**config.mk**
```make
export PLATFORM = sky130hd
export DESIGN_NAME = bus_cycle_sequencer
export DESIGN_NICKNAME = d
export VERILOG_FILES = /design/src/rtl/gb_bus_pkg.sv /design/src/rtl/bus_cycle_sequencer.sv
export SDC_FILE = /design/constraint.sdc
export NUM_CORES = 1
export LEC_CHECK = 0
export CAP_MARGIN = 15
export CORE_ASPECT_RATIO = 0.9
export CORE_MARGIN = 1
export CORE_UTILIZATION = 42
export CTS_BUF_LIST = sky130_fd_sc_hd__clkbuf_8 sky130_fd_sc_hd__clkbuf_16
export DETAILED_ROUTE_END_ITERATION = 8
export PLACE_DENSITY = 0.74
export SKIP_CTS_REPAIR_TIMING = 1
export SLEW_MARGIN = 20
export SYNTH_ARGS = -nofsm -noshare
export SYNTH_HDL_FRONTEND = slang
export SYNTH_SLANG_ARGS = --single-unit
```
**constraint.sdc**
```tcl
create_clock -name clk -period 1.8 [get_ports clk]
set_input_delay 0.36 -clock clk [delete_from_list [all_inputs] [get_ports clk]]
set_output_delay 0.36 -clock clk [all_outputs]
set_load 0.01 [all_outputs]
```
**src/rtl/gb_bus_pkg.sv**
```systemverilog
// Shared encodings for the GameBuddy bus cycle sequencer: op types, FSM states,
// address-bus sources and the output decode used by the sequencer.
package gb_bus_pkg;

    localparam logic [1:0] OP_INT   = 2'b00;
    localparam logic [1:0] OP_FETCH = 2'b01;
    localparam logic [1:0] OP_READ  = 2'b10;
    localparam logic [1:0] OP_WRITE = 2'b11;

    localparam logic [2:0] SEL_PC = 3'b000;
    localparam logic [2:0] SEL_BC = 3'b100;
    localparam logic [2:0] SEL_DE = 3'b101;
    localparam logic [2:0] SEL_HL = 3'b110;
    localparam logic [2:0] SEL_SP = 3'b111;

    localparam logic [1:0] TS_T1 = 2'b00;
    localparam logic [1:0] TS_T2 = 2'b01;
    localparam logic [1:0] TS_T3 = 2'b10;
    localparam logic [1:0] TS_T4 = 2'b11;

    localparam logic [2:0] M_COUNT_MAX = 3'd7;

    typedef enum logic [2:0] {
        ST_IDLE,
        ST_T1,
        ST_T2,
        ST_T3,
        ST_T4,
        ST_HALT
    } state_t;

    typedef struct packed {
        logic [1:0] kind;
        logic [2:0] addr_sel;
        logic [2:0] wr_sel;
        logic       last;
    } op_t;

    typedef struct packed {
        logic [1:0] t_cycle;
        logic       m1t1;
        logic       writeback;
        logic       drive_addr;
        logic [2:0] mem_addr_sel;
        logic       mem_rd;
        logic       mem_wr;
        logic       rf_wr_en;
        logic [2:0] wr_sel;
        logic       pc_wr_en;
        logic       halted;
    } bus_out_t;

    // Bus controls for a given T-state and the op that state belongs to.
    function automatic bus_out_t decode_outputs(input state_t s, input op_t o);
        bus_out_t r;
        logic     is_mem;
        logic     is_fetch;
        logic     is_read;
        logic     is_write;
        logic [2:0] sel;
        r        = '0;
        is_mem   = (o.kind != OP_INT);
        is_fetch = (o.kind == OP_FETCH);
        is_read  = (o.kind == OP_READ);
        is_write = (o.kind == OP_WRITE);
        sel      = is_fetch ? SEL_PC : o.addr_sel;
        case (s)
            ST_T1: begin
                r.t_cycle      = TS_T1;
                r.drive_addr   = is_mem;
                r.mem_addr_sel = sel;
                r.m1t1         = is_fetch;
            end
            ST_T2, ST_T3: begin
                r.t_cycle      = (s == ST_T2) ? TS_T2 : TS_T3;
                r.drive_addr   = is_mem;
                r.mem_addr_sel = sel;
                r.mem_rd       = is_fetch | is_read;
                r.mem_wr       = is_write;
            end
            ST_T4: begin
                r.t_cycle      = TS_T4;
                r.drive_addr   = is_mem;
                r.mem_addr_sel = sel;
                r.writeback    = 1'b1;
                r.rf_wr_en     = is_read;
                r.wr_sel       = is_read ? o.wr_sel : 3'b000;
                r.pc_wr_en     = is_fetch;
            end
            ST_HALT: begin
                r.halted = 1'b1;
            end
            default: begin
                r = '0;
            end
        endcase
        return r;
    endfunction

endpackage

```
**src/rtl/bus_cycle_sequencer.sv**
```systemverilog
// SM83-style M-cycle sequencer: walks T1..T4 per decoder op and produces the
// memory strobes and register-file write pulses at the right T-state.
module bus_cycle_sequencer
    import gb_bus_pkg::*;
#(
    parameter int OP_W = 2
) (
    input  logic            clk,
    input  logic            rst,
    input  logic            op_valid,
    input  logic [OP_W-1:0] op_type,
    input  logic [2:0]      op_addr_sel,
    input  logic [2:0]      op_wr_sel,
    input  logic            op_last,
    output logic            op_ready,
    input  logic            mem_wait,
    input  logic            halt,
    output logic [1:0]      t_cycle,
    output logic            m1t1,
    output logic            writeback,
    output logic            drive_addr,
    output logic [2:0]      mem_addr_sel,
    output logic            mem_rd,
    output logic            mem_wr,
    output logic            rf_wr_en,
    output logic [2:0]      wr_sel,
    output logic            pc_wr_en,
    output logic [2:0]      m_count,
    output logic            halted
);

    state_t   state;
    state_t   next_state;
    op_t      op;
    op_t      next_op;
    bus_out_t outs;
    logic     accept;

    // An offered op beats a pending halt in T4, so ready stays up for it then.
    always_comb begin
        op_ready = rst && ((state == ST_IDLE) ||
                           (state == ST_T4 && (!halt || op_valid)));
        accept   = op_valid && op_ready;
        next_op  = op;
        if (accept) begin
            next_op = '{op_type, op_addr_sel, op_wr_sel, op_last};
        end
        next_state = state;
        case (state)
            ST_IDLE: begin
                if (accept) begin
                    next_state = ST_T1;
                end else if (halt) begin
                    next_state = ST_HALT;
                end
            end
            ST_T1: next_state = ST_T2;
            ST_T2: begin
                if (!mem_wait) begin
                    next_state = ST_T3;
                end
            end
            ST_T3: next_state = ST_T4;
            ST_T4: begin
                if (accept) begin
                    next_state = ST_T1;
                end else if (halt) begin
                    next_state = ST_HALT;
                end else begin
                    next_state = ST_IDLE;
                end
            end
            ST_HALT: begin
                if (!halt) begin
                    next_state = ST_IDLE;
                end
            end
            default: next_state = ST_IDLE;
        endcase
    end

    // Outputs are registered from the state being entered, so they line up with it.
    always_ff @(posedge clk or negedge rst) begin
        if (!rst) begin
            state   <= ST_IDLE;
            op      <= '0;
            m_count <= 3'd0;
            outs    <= '0;
        end else begin
            state <= next_state;
            op    <= next_op;
            outs  <= decode_outputs(next_state, next_op);
            if (state == ST_T4) begin
                if (op.last) begin
                    m_count <= 3'd0;
                end else if (m_count != M_COUNT_MAX) begin
                    m_count <= m_count + 3'd1;
                end
            end
        end
    end

    assign t_cycle      = outs.t_cycle;
    assign m1t1         = outs.m1t1;
    assign writeback    = outs.writeback;
    assign drive_addr   = outs.drive_addr;
    assign mem_addr_sel = outs.mem_addr_sel;
    assign mem_rd       = outs.mem_rd;
    assign mem_wr       = outs.mem_wr;
    assign rf_wr_en     = outs.rf_wr_en;
    assign wr_sel       = outs.wr_sel;
    assign pc_wr_en     = outs.pc_wr_en;
    assign halted       = outs.halted;

endmodule

```
* After elaboration in Yosys (flattened, before gate mapping) *
Cells that the tools add are included.

storage, ports and cells
  register bits = 31
  input bits = 14
  output and inout bits = 20
  word-level logic and storage cells = 65

operators by class
  $add $sub $neg = 1
  equality and inequality tests = 14
  mux-type cells = 20
  bitwise gates (word level) = 1
  reduce and logical (&&, ||, !) cells = 12

operators with widths
  kind                                           count
  two-way mux 3 bit                              10
  case mux 3 bit (6 select lines)                1
  == test 3 x 2 -> 1 bit, second input constant  4
  == test 3 bit, second input constant           4
  two-way mux 9 bit                              1
  == test 3 x 1 -> 1 bit, second input constant  2
  two-way mux 5 bit                              1
  == test 2 bit, second input constant           2
  two-way mux 2 bit                              2
  two-way mux 4 bit                              1
  case mux 2 bit (2 select lines)                1
  nonzero test 2 bit                             2
  OR reduction 4 bit                             1
  adder 3 x 1 -> 3 bit, second input constant    1
  logical AND 1 bit                              3
  logical NOT 3 bit                              1
  two-way mux 1 bit                              3
  != test 3 bit, second input constant           1
  == test 2 x 1 -> 1 bit, second input constant  1
  logical OR 1 bit                               2
  AND reduction 2 bit                            1
  OR reduction 2 bit                             1
  logical NOT 1 bit                              1
  OR 1 bit                                       1

* Depth between registers and ports, before layout *
  depth after elaboration = 11
  depth in mapped cells = 9
  mapped depth without buffers = 6

* Worst setup path after synthesis *
No wires, ideal clock.

  path kind = register to register
  start = reg state[0]
  end = reg outs (netlist bit mem_addr_sel[0])
  library setup time = 0.073 ns
  arrival time = 1.876 ns
  required time = 1.727 ns
  path slack = -0.149 ns
  stages on the path, launching flop included = 10
  buffers on the path = 3
  period minus slack after synthesis = 1.949 ns
  cell sequence = dfrtp_1 -> buf_6 -> nor4bb_1 -> buf_4 -> buf_12 -> mux2i_1 -> inv_1 -> ha_1 -> o21bai_1 -> nor2b_1

RTL lines
  element                 line                       source
  start, declared         bus_cycle_sequencer.sv:32  state_t state;
  start signal, assigned  bus_cycle_sequencer.sv:90  state <= next_state;
  end signal, assigned    bus_cycle_sequencer.sv:92  outs <= decode_outputs(next_state, next_op);
  end, declared           bus_cycle_sequencer.sv:36  bus_out_t outs;

==> impl_metrics.env <==
export IMPL_overflow=0
export IMPL_reg2reg_setup_slack_ps=20
export IMPL_setup_slack_ps=17.4
export IMPL_rsz0062_at_grt="true"
export IMPL_synthMuxAreaShare=0.107
export IMPL_r2r_end="mem_addr_sel[2]"
export IMPL_vias_per_cell=4.56
export IMPL_setup_violations=0
export IMPL_cts_buffers=5
export IMPL_endpoint_kind="flip-flop"
export IMPL_r2r_start="state[0]"
export IMPL_dieWidth_um=60.1
export IMPL_leakage_nw=0.913
export IMPL_critPathBufInv=2
export IMPL_grt_max_degree=19
export IMPL_min_path_type="input port to async pin"
export IMPL_rows=18
export IMPL_htreeDepth=2
export IMPL_final_util=0.685
export IMPL_min_period_over_period=0.990
export IMPL_synth_edf_count=0
export IMPL_antenna_cells=0
export IMPL_synth_compound_area_frac=0.0472
export IMPL_finalHoldViolations=0
export IMPL_grt_first_pass_wirelength_um=3630
export IMPL_initial_utilization=0.452
export IMPL_drive_above_1_share=0.327
export IMPL_core_region_area_um2=2820
export IMPL_clk_latency_ps=280
export IMPL_drv_slew=0
export IMPL_placed_cell_area_um2=1770
export IMPL_drtAntennaViolNets=0
export IMPL_synth_top_family_by_area="simple AND/OR/NAND/NOR gates"
export IMPL_synth_avg_cell_area_um2=13.6
export IMPL_power_mw=2.97
export IMPL_path_max_fanout=3
export IMPL_yosys_area_top_type="dfrtp_1"
export IMPL_p_per_area_nw_per_um2=1540
export IMPL_synthSimpleGateAreaFrac=0.126
export IMPL_syn_nets=114
export IMPL_cp_slowest_cell="dfrtp_1"
export IMPL_drt_wl_total_um=2450
export IMPL_cts_sinks=31
export IMPL_ys_top_cells_by_count="31 x dfrtp_1, 9 x mux2_2, 8 x nor2_1, 8 x nor2b_1, 6 x ha_1"
export IMPL_syn_area_um2=1270
export IMPL_slowest_delay_ps=420
export IMPL_hpwlAfterDp_um=1760
export IMPL_crit_type="flip-flop to flip-flop"
export IMPL_finalClockSkew_ps=3.97
export IMPL_place_ws_ps=-453
export IMPL_ff2ff_path_depth=7
export IMPL_grt_use_total=0.164
export IMPL_cts_tree="built"
export IMPL_drt_iter0_drc=11
export IMPL_ys_seq_elements=31
export IMPL_synthArstFlopShare=1.00
export IMPL_yosysSeqAreaShare=0.609
export IMPL_ys_types=27
export IMPL_synth_area_leaders="dfrtp_1 61%, mux2_2 8.0%, ha_1 5.9%"
export IMPL_drcViolationCount=0
export IMPL_syn_inst=94
export IMPL_clk_pin_slew_worst_paths_ps=60
export IMPL_fmax_mhz=561
export IMPL_clockBufferDepth=2
export IMPL_syn2layout_area_growth_pct=51.4
export IMPL_synth_most_common_cell="dfrtp_1"
export IMPL_io_pins=34
export IMPL_path_delay_family="flip-flops"
export IMPL_crit_arrival_ps=1990
export IMPL_synth_ff_type="dfrtp_1"
export IMPL_worstMarginPinSlew_ps=330
export IMPL_drv_cap=0
export IMPL_place_congestion=0.752
export IMPL_dieArea_um2=3260
export IMPL_synth_xor_area_frac=0.00688
export IMPL_peakVddDrop_uv=939
export IMPL_first_global_vias=809
export IMPL_wl_per_cell_um=13.1
export IMPL_die_h_um=54.2
export IMPL_synthAdderAreaFrac=0.0589
export IMPL_nets=166
export IMPL_relSlewSlack=0.780
export IMPL_layout_min_cycle_time_ps=1780
export IMPL_fin_setup_tns_ps=0
export IMPL_required_ps=2010
export IMPL_drtPass1Iterations=4
export IMPL_cts_root_buf="clkbuf_8"
export IMPL_start_kind="flip-flop"
export IMPL_status="completed"
export IMPL_ys_warn_count=0
export IMPL_synth_top_area_share=0.609
export IMPL_vias=853
export IMPL_final_area_um2=1930
export IMPL_path_cells="nor4bb_4 -> buf_4 -> mux2i_4 -> inv_2 -> ha_4 -> o21bai_4 -> nor2b_1"
export IMPL_port_buffers=33
export IMPL_antenna_found_initial=0
[worst register-to-register path, stage by stage (launching register included)]
cell	delay, ps
dfrtp_1	420
nor4bb_4	310
buf_4	200
mux2i_4	260
inv_2	80
ha_4	170
o21bai_4	170
nor2b_1	110
[worst max path at each step]
stage	from	endpoint	slack [ps]	cells past startpoint
2_1_floorplan	state[0]	mem_addr_sel[0]	-60	9
3_3_place_gp	op_valid	wr_sel[0]	-420	8
3_5_place_dp	op_valid	wr_sel[1]	-450	8
4_1_cts	rst	op_ready	-260	4
5_1_grt	state[0]	mem_addr_sel[2]	-80	7
6_report	state[0]	mem_addr_sel[2]	20	7
[cells in the final DEF (no fill, tap or decap), types with 2 or more instances in the layout]
master           count
ha_4                 2
mux2i_4              2
clkbuf_8             7
ha_1                 4
dfrtp_1             30
inv_2                3
nor2_1               7
a21oi_1              2
and2_1               2
buf_4               15
nor2b_1              8
clkdlybuf4s50_1     30
dlymetal6s2s_1       3
inv_1                3
nand2_1              2
mux2_2               9
[final cells by class]
cell class / count / area (µm²)
sequential: 31 / 777
clock inverter: 1 / 3.75
clock buffer: 7 / 96.3
inverter: 5 / 18.8
fill: 195 / 887
timing repair buffer: 48 / 450
multi-input combinational: 55 / 532
tap: 40 / 50.0
[power by group]
part           total, mW  switching, mW  internal, mW
Combinational       1.31          0.570         0.741
Sequential          1.07          0.123         0.947
Clock              0.583          0.241         0.343
Total               2.97          0.934          2.03
[flip-flops by register name (all words and copies together) (netlist names), 2 cells and up]
signal / cells
m_count: 3
state: 3
op: 9
wr_sel: 3
mem_addr_sel: 3
t_cycle: 2
[through the flow]
stage / std cells / hold WS (ps)
global placement: 175 / 477
detailed placement: 175 / 481
finish: 187 / 149
floorplan: 94 / 64.4
CTS: 183 / 501
global route: 187 / 181
[kinds of logic after synthesis]
family	count (synthesis)
compound gates	8
xor+xnor	1
fa+ha+maj	6
buf+inv	8
flops	31
mux	12
simple gates	28
[per-layer routing]
metal  track usage  part of all wire
met4        0.0930             0.023
met2         0.278              0.49
met3        0.0520             0.031
met5             0                 0
met1         0.185              0.46
Power figures use the tool's default switching activity.
==> RTL edit 1: new RTL, same settings <==
The 6 states of `state_t` get a one-hot encoding in 6 bits.
--- a/src/rtl/gb_bus_pkg.sv
+++ b/src/rtl/gb_bus_pkg.sv
@@ -22,9 +22,9 @@
 
-    typedef enum logic [2:0] {
-        ST_IDLE,
-        ST_T1,
-        ST_T2,
-        ST_T3,
-        ST_T4,
-        ST_HALT
+    typedef enum logic [5:0] {
+        ST_IDLE = 6'b000001,
+        ST_T1   = 6'b000010,
+        ST_T2   = 6'b000100,
+        ST_T3   = 6'b001000,
+        ST_T4   = 6'b010000,
+        ST_HALT = 6'b100000
     } state_t;
Behaviour: same outputs for any inputs over 10 cycles, from zero or initial values and one cycle with rst low; not proved beyond that.
==> RTL edit 1 against the original RTL <==
- synthesized cell count up 46%
- largest cell class unchanged
- global-route usage up 2.1 points
- via count up 43%
- highest routed layer unchanged
- maximum frequency down 21%
- area after synthesis up 18%
- design area up 16%
- wire length up 39%
- combinational power down 9%
- worst setup slack worse by 0.47 ns
- power down 5.8%
- the run now ends with setup timing left
- sequential cell count up 3
==> RTL edit 1: results (changes against the original RTL) <==
Run status
  • Status: complete, but fails checks (was completed)
  • Failing checks: setup timing

Drt
  • Detailed Routing Iterations Pass 1: 4 (unchanged)
  • Via count: 1224 (was 853)
  • Routed len/inst: 14.26 µm (was 13.12 µm)
  • First-iteration detailed-routing DRC count: 25 (was 11)
  • Via density: 5.121 (was 4.561)

Yosys
  • Sequential area share after synthesis: 56.66% (was 60.90%)
  • Synth cell types: 33 (was 27)
  • Syn nets: 157 (was 114)
  • Top post-synthesis cells by area: dfrtp_1, ha_1, nand2_1 (was dfrtp_1, mux2_2, ha_1)
  • Top post-synthesis cells by count: dfrtp_1, nand2_1, nor2_1 (was dfrtp_1, mux2_2, nor2_1, nor2b_1, ha_1)
  • Post-synth top flop: dfrtp_1 (unchanged)
  • Post-Syn Instances: 137 (was 94)

Critical path
  • CP top delay family: simple AND/OR/NAND/NOR gates (was flip-flops)
  • Crit Path Max Fanout: 5 (was 3)
  • Max stage delay on crit path: 0.53 ns (was 0.42 ns)
  • Slowest-stage cell, CP: or4_4 (was dfrtp_1)

Place
  • DP Cell Count: 225 (was 175)
  • Global placer's final weighted congestion: 0.7971 (was 0.7522)
  • PortBufs: 33 (unchanged)
  • Dpl hpwl: 2368 µm (was 1756 µm)
  • Post-DP Area: 0.001998 mm² (was 0.001767 mm²)

Timing
  • Setup ws final: -0.4517 ns (was 0.01741 ns)
  • Actual slew at the worst max-slew pin: 0.4171 ns (was 0.3297 ns)
  • Clock Skew: 0.007025 ns (was 0.003966 ns)
  • Setup violators final: 23 (was 0)

Cells and area
  • Nets: 214 (was 166)
  • Layout cell share with drive strength beyond 1: 32.31% (was 32.65%)
  • Biggest regs: op x9, state x6
  • Fillers: 266 (was 195)
  • Diode count: 0 (unchanged)

Global route
  • First-pass GRT wire length: 5168 µm (was 3629 µm)
  • Largest net degree at the start of global routing: 35 (was 19)
  • Gr usage total: 18.51% (was 16.42%)

CTS
  • Deepest clock path buffer count: 2 (unchanged)
  • Clock root buffer: clkbuf_8 (unchanged)

Pwr
  • Static leakage power: 1.047 nW (was 0.9132 nW)
  • Peak VDD IR: 0.0007131 V (was 0.0009390 V)

Worst hold path
  • Worst Hold Class: reg -> reg (was in -> async)
RTL edit 1: changes by cell type in the layout (fill, tap and decap cells not counted), sizes merged, moves of 3 or more:
cell and delta:
nand2 +15, mux2 -7, buf +6, nor2 +6
o21ai +5, a21oi +3, a32oi +3, dlymetal6s2s -3
nor2b -3, or2 +3
RTL edit 1: report_power, final:
part / total [mW] / switching, mW / internal, mW
Clock: 0.561 / 0.259 / 0.302
Sequential: 1.04 / 0.0955 / 0.944
Combinational: 1.19 / 0.576 / 0.616
RTL edit 1: cell families after synthesis:
family / Yosys count / synth area share [%]
compound gates: 19 / 7.904
xor+xnor: 3 / 1.747
fa+ha+maj: 6 / 4.992
buf+inv: 11 / 3.743
flops: 34 / 56.66
mux: 6 / 4.992
simple gates: 58 / 19.97
RTL edit 1: final timing paths:
path	slack [ns]	from	depth (start not counted)	endpoint
setup / recovery	-0.45	state[5]$_DFF_PN0_	7	pc_wr_en$_DFF_PN0_
hold / removal	0.48	op[4]$_DFF_PN0_	2	op[4]$_DFF_PN0_
setup reg to reg	-0.45	state[5]$_DFF_PN0_	7	pc_wr_en$_DFF_PN0_
hold reg to reg	0.48	op[4]$_DFF_PN0_	2	op[4]$_DFF_PN0_
max in group asynchronous	0.84	rst	3	state[0]$_DFF_PN1_
min in group asynchronous	0.63	rst	3	state[5]$_DFF_PN0_
RTL edit 1: stage by stage:
stage | hold WS (ns) | utilization, % | power, mW | worst slack, ns | TNS (ns)
finish | 0.4772 | 65.88 | 2.792 | -0.4517 | -7.132
global route | 0.4943 | 65.88 | 2.956 | -0.4882 | -8.063
CTS | 0.4795 | 61.40 | 2.562 | -1.009 | -12.33
detailed placement | 0.4631 | 58.71 | 1.991 | -0.6915 | -11.34
global placement | 0.4579 | 58.71 | 1.938 | -0.6356 | -9.992
floorplan | 0.06441 | - | 1.629 | -0.3914 | -5.025
RTL edit 1: layout make-up:
class | count | area [µm²] | share of cell area, %
Sequential cell | 34 | 852.1 | 38.00
Multi-Input combinational cell | 92 | 723.2 | 32.25
Timing Repair Buffer | 53 | 483.0 | 21.54
Clock buffer | 6 | 82.58 | 3.683
Tap cell | 44 | 55.05 | 2.455
Inverter | 7 | 30.03 | 1.339
Clock inverter | 2 | 8.758 | 0.3906
Timing Repair inverter | 1 | 7.507 | 0.3348
RTL edit 1: layer usage:
metal	GRT usage, %	vias up	wire length (µm)
li1	-	575	-
met1	22.14	613	1413
met2	30.80	34	1829
met3	6.977	2	153
met4	6.522	0	11
met5	0	-	0
RTL edit 1: tightest hold or removal path, delay by kind of cell, from the launching register on:
kind             cells  cell delay (ns)
DFF                  1             0.34
and+or+nand+nor      2             0.11
==> RTL edit 2: new RTL, same settings <==
Made on the original files. The package constant `M_COUNT_MAX` goes from 3'd7 to 3'd5.
--- a/src/rtl/gb_bus_pkg.sv
+++ b/src/rtl/gb_bus_pkg.sv
@@ -20,3 +20,3 @@
 
-    localparam logic [2:0] M_COUNT_MAX = 3'd7;
+    localparam logic [2:0] M_COUNT_MAX = 3'd5;
 
Behaviour: same outputs for any inputs over 10 cycles, from zero or initial values and one cycle with rst low; that may be too few to reach the edited logic, so the function may still have changed.
==> RTL edit 2 against the original RTL <==
- global-route usage increased by 1.1 points
- worst setup slack got worse by 0.019 ns
- sequential cell count unchanged
- first-iteration DRC count increased to 3.3 times the old value
- final cell count increased by 3.2%
- largest power group unchanged
- wire length increased by 3.0%
- sequential share of layout area decreased by 0.61 points
- area after synthesis increased by 1.5%
- the flow now finishes with violations (setup timing)
- power increased by 4.3%
- highest routed layer unchanged
- non-clock buffer count unchanged
- design area increased by 1.4%
==> RTL edit 2: results (changes against the original RTL) <==
Global route
  • Met1 Use GR: 20.71% (was 18.50%)
  • Met3 Use GR: 5.910% (was 5.201%)
  • Vias in the first global route: 877 (was 809)

Cells and area
  • Layout cell share with drive strength beyond 1: 28.10% (was 32.65%)
  • Seq/total area: 39.69% (was 40.30%)
  • Area of the multi-input gates: 530.5 µm² (was 531.8 µm²)
  • Area added between synthesis and finish: 51.21% (was 51.38%)
  • Cell Count, Final, Fillers Out: 193 (was 187)
  • Final non-clock buffer share: 23.24% (was 23.36%)
  • #MultiIn Comb: 59 (was 55)
  • Clkbuf count: 6 (was 7)

Yosys
  • Top post-synthesis cells by count: dfrtp_1, nor2_1, inv_1 (was dfrtp_1, mux2_2, nor2_1, nor2b_1, ha_1)
  • Post-synthesis adder-cell area fraction: 5.808% (was 5.894%)
  • Mux contribution to synthesized area: 7.938% (was 10.71%)

Critical path
  • Crit Path Max Fanout: 4 (was 3)

Pwr
  • Total power: 3.093 mW (was 2.965 mW)

Drt
  • First-iteration detailed-routing DRC count: 36 (was 11)
  • Post-Route M1 WL: 1072 µm (was 1127 µm)
  • Via density: 4.746 (was 4.561)
  • Routed len/inst: 13.09 µm (was 13.12 µm)
  • WL met2: 1334 µm (was 1194 µm)

Place
  • Global placer's final weighted congestion: 0.7222 (was 0.7522)
  • Dpl hpwl: 1900 µm (was 1756 µm)
  • Pre-CTS WS: -0.4492 ns (was -0.4529 ns)
  • DP Cell Count: 182 (was 175)

Timing
  • Setup ws final: -0.001240 ns (was 0.01741 ns)
  • Setup violators final: 1 (was 0)
  • Final hold slack: 0.1070 ns (was 0.1489 ns)
  • Relative slew slack: 72.77% (was 77.97%)

Run status
  • Status: complete, but fails checks (was completed)
  • Failing checks: setup timing
-- RTL edit 2: cells by family after synthesis --
group	count (synthesis)
buffers and inverters	10
and+or+nand+nor	29
AOI/OAI and AO/OA	14
muxes	9
xor gates and xnor gates	1
adders and majority gates	6
DFF	31
-- RTL edit 2: worst paths after layout --
check / from / to / depth (start not counted)
max: state[0]$_DFF_PN0_ / mem_addr_sel[2]$_DFF_PN0_ / 7
min: rst / op[7]$_DFF_PN0_ / 2
max reg2reg: state[0]$_DFF_PN0_ / mem_addr_sel[2]$_DFF_PN0_ / 7
min reg2reg: op[3]$_DFF_PN0_ / op[3]$_DFF_PN0_ / 1
max in group asynchronous: rst / writeback$_DFF_PN0_ / 3
min in group clk: op[3]$_DFF_PN0_ / op[3]$_DFF_PN0_ / 1
-- RTL edit 2: critical path, delay by kind of cell (launching register included) --
family          cells  cell delay, ns
compound gates      1            0.17
fa+ha+maj           1            0.16
mux                 1            0.26
flops               1            0.42
simple gates        2            0.46
buf+inv             2            0.26
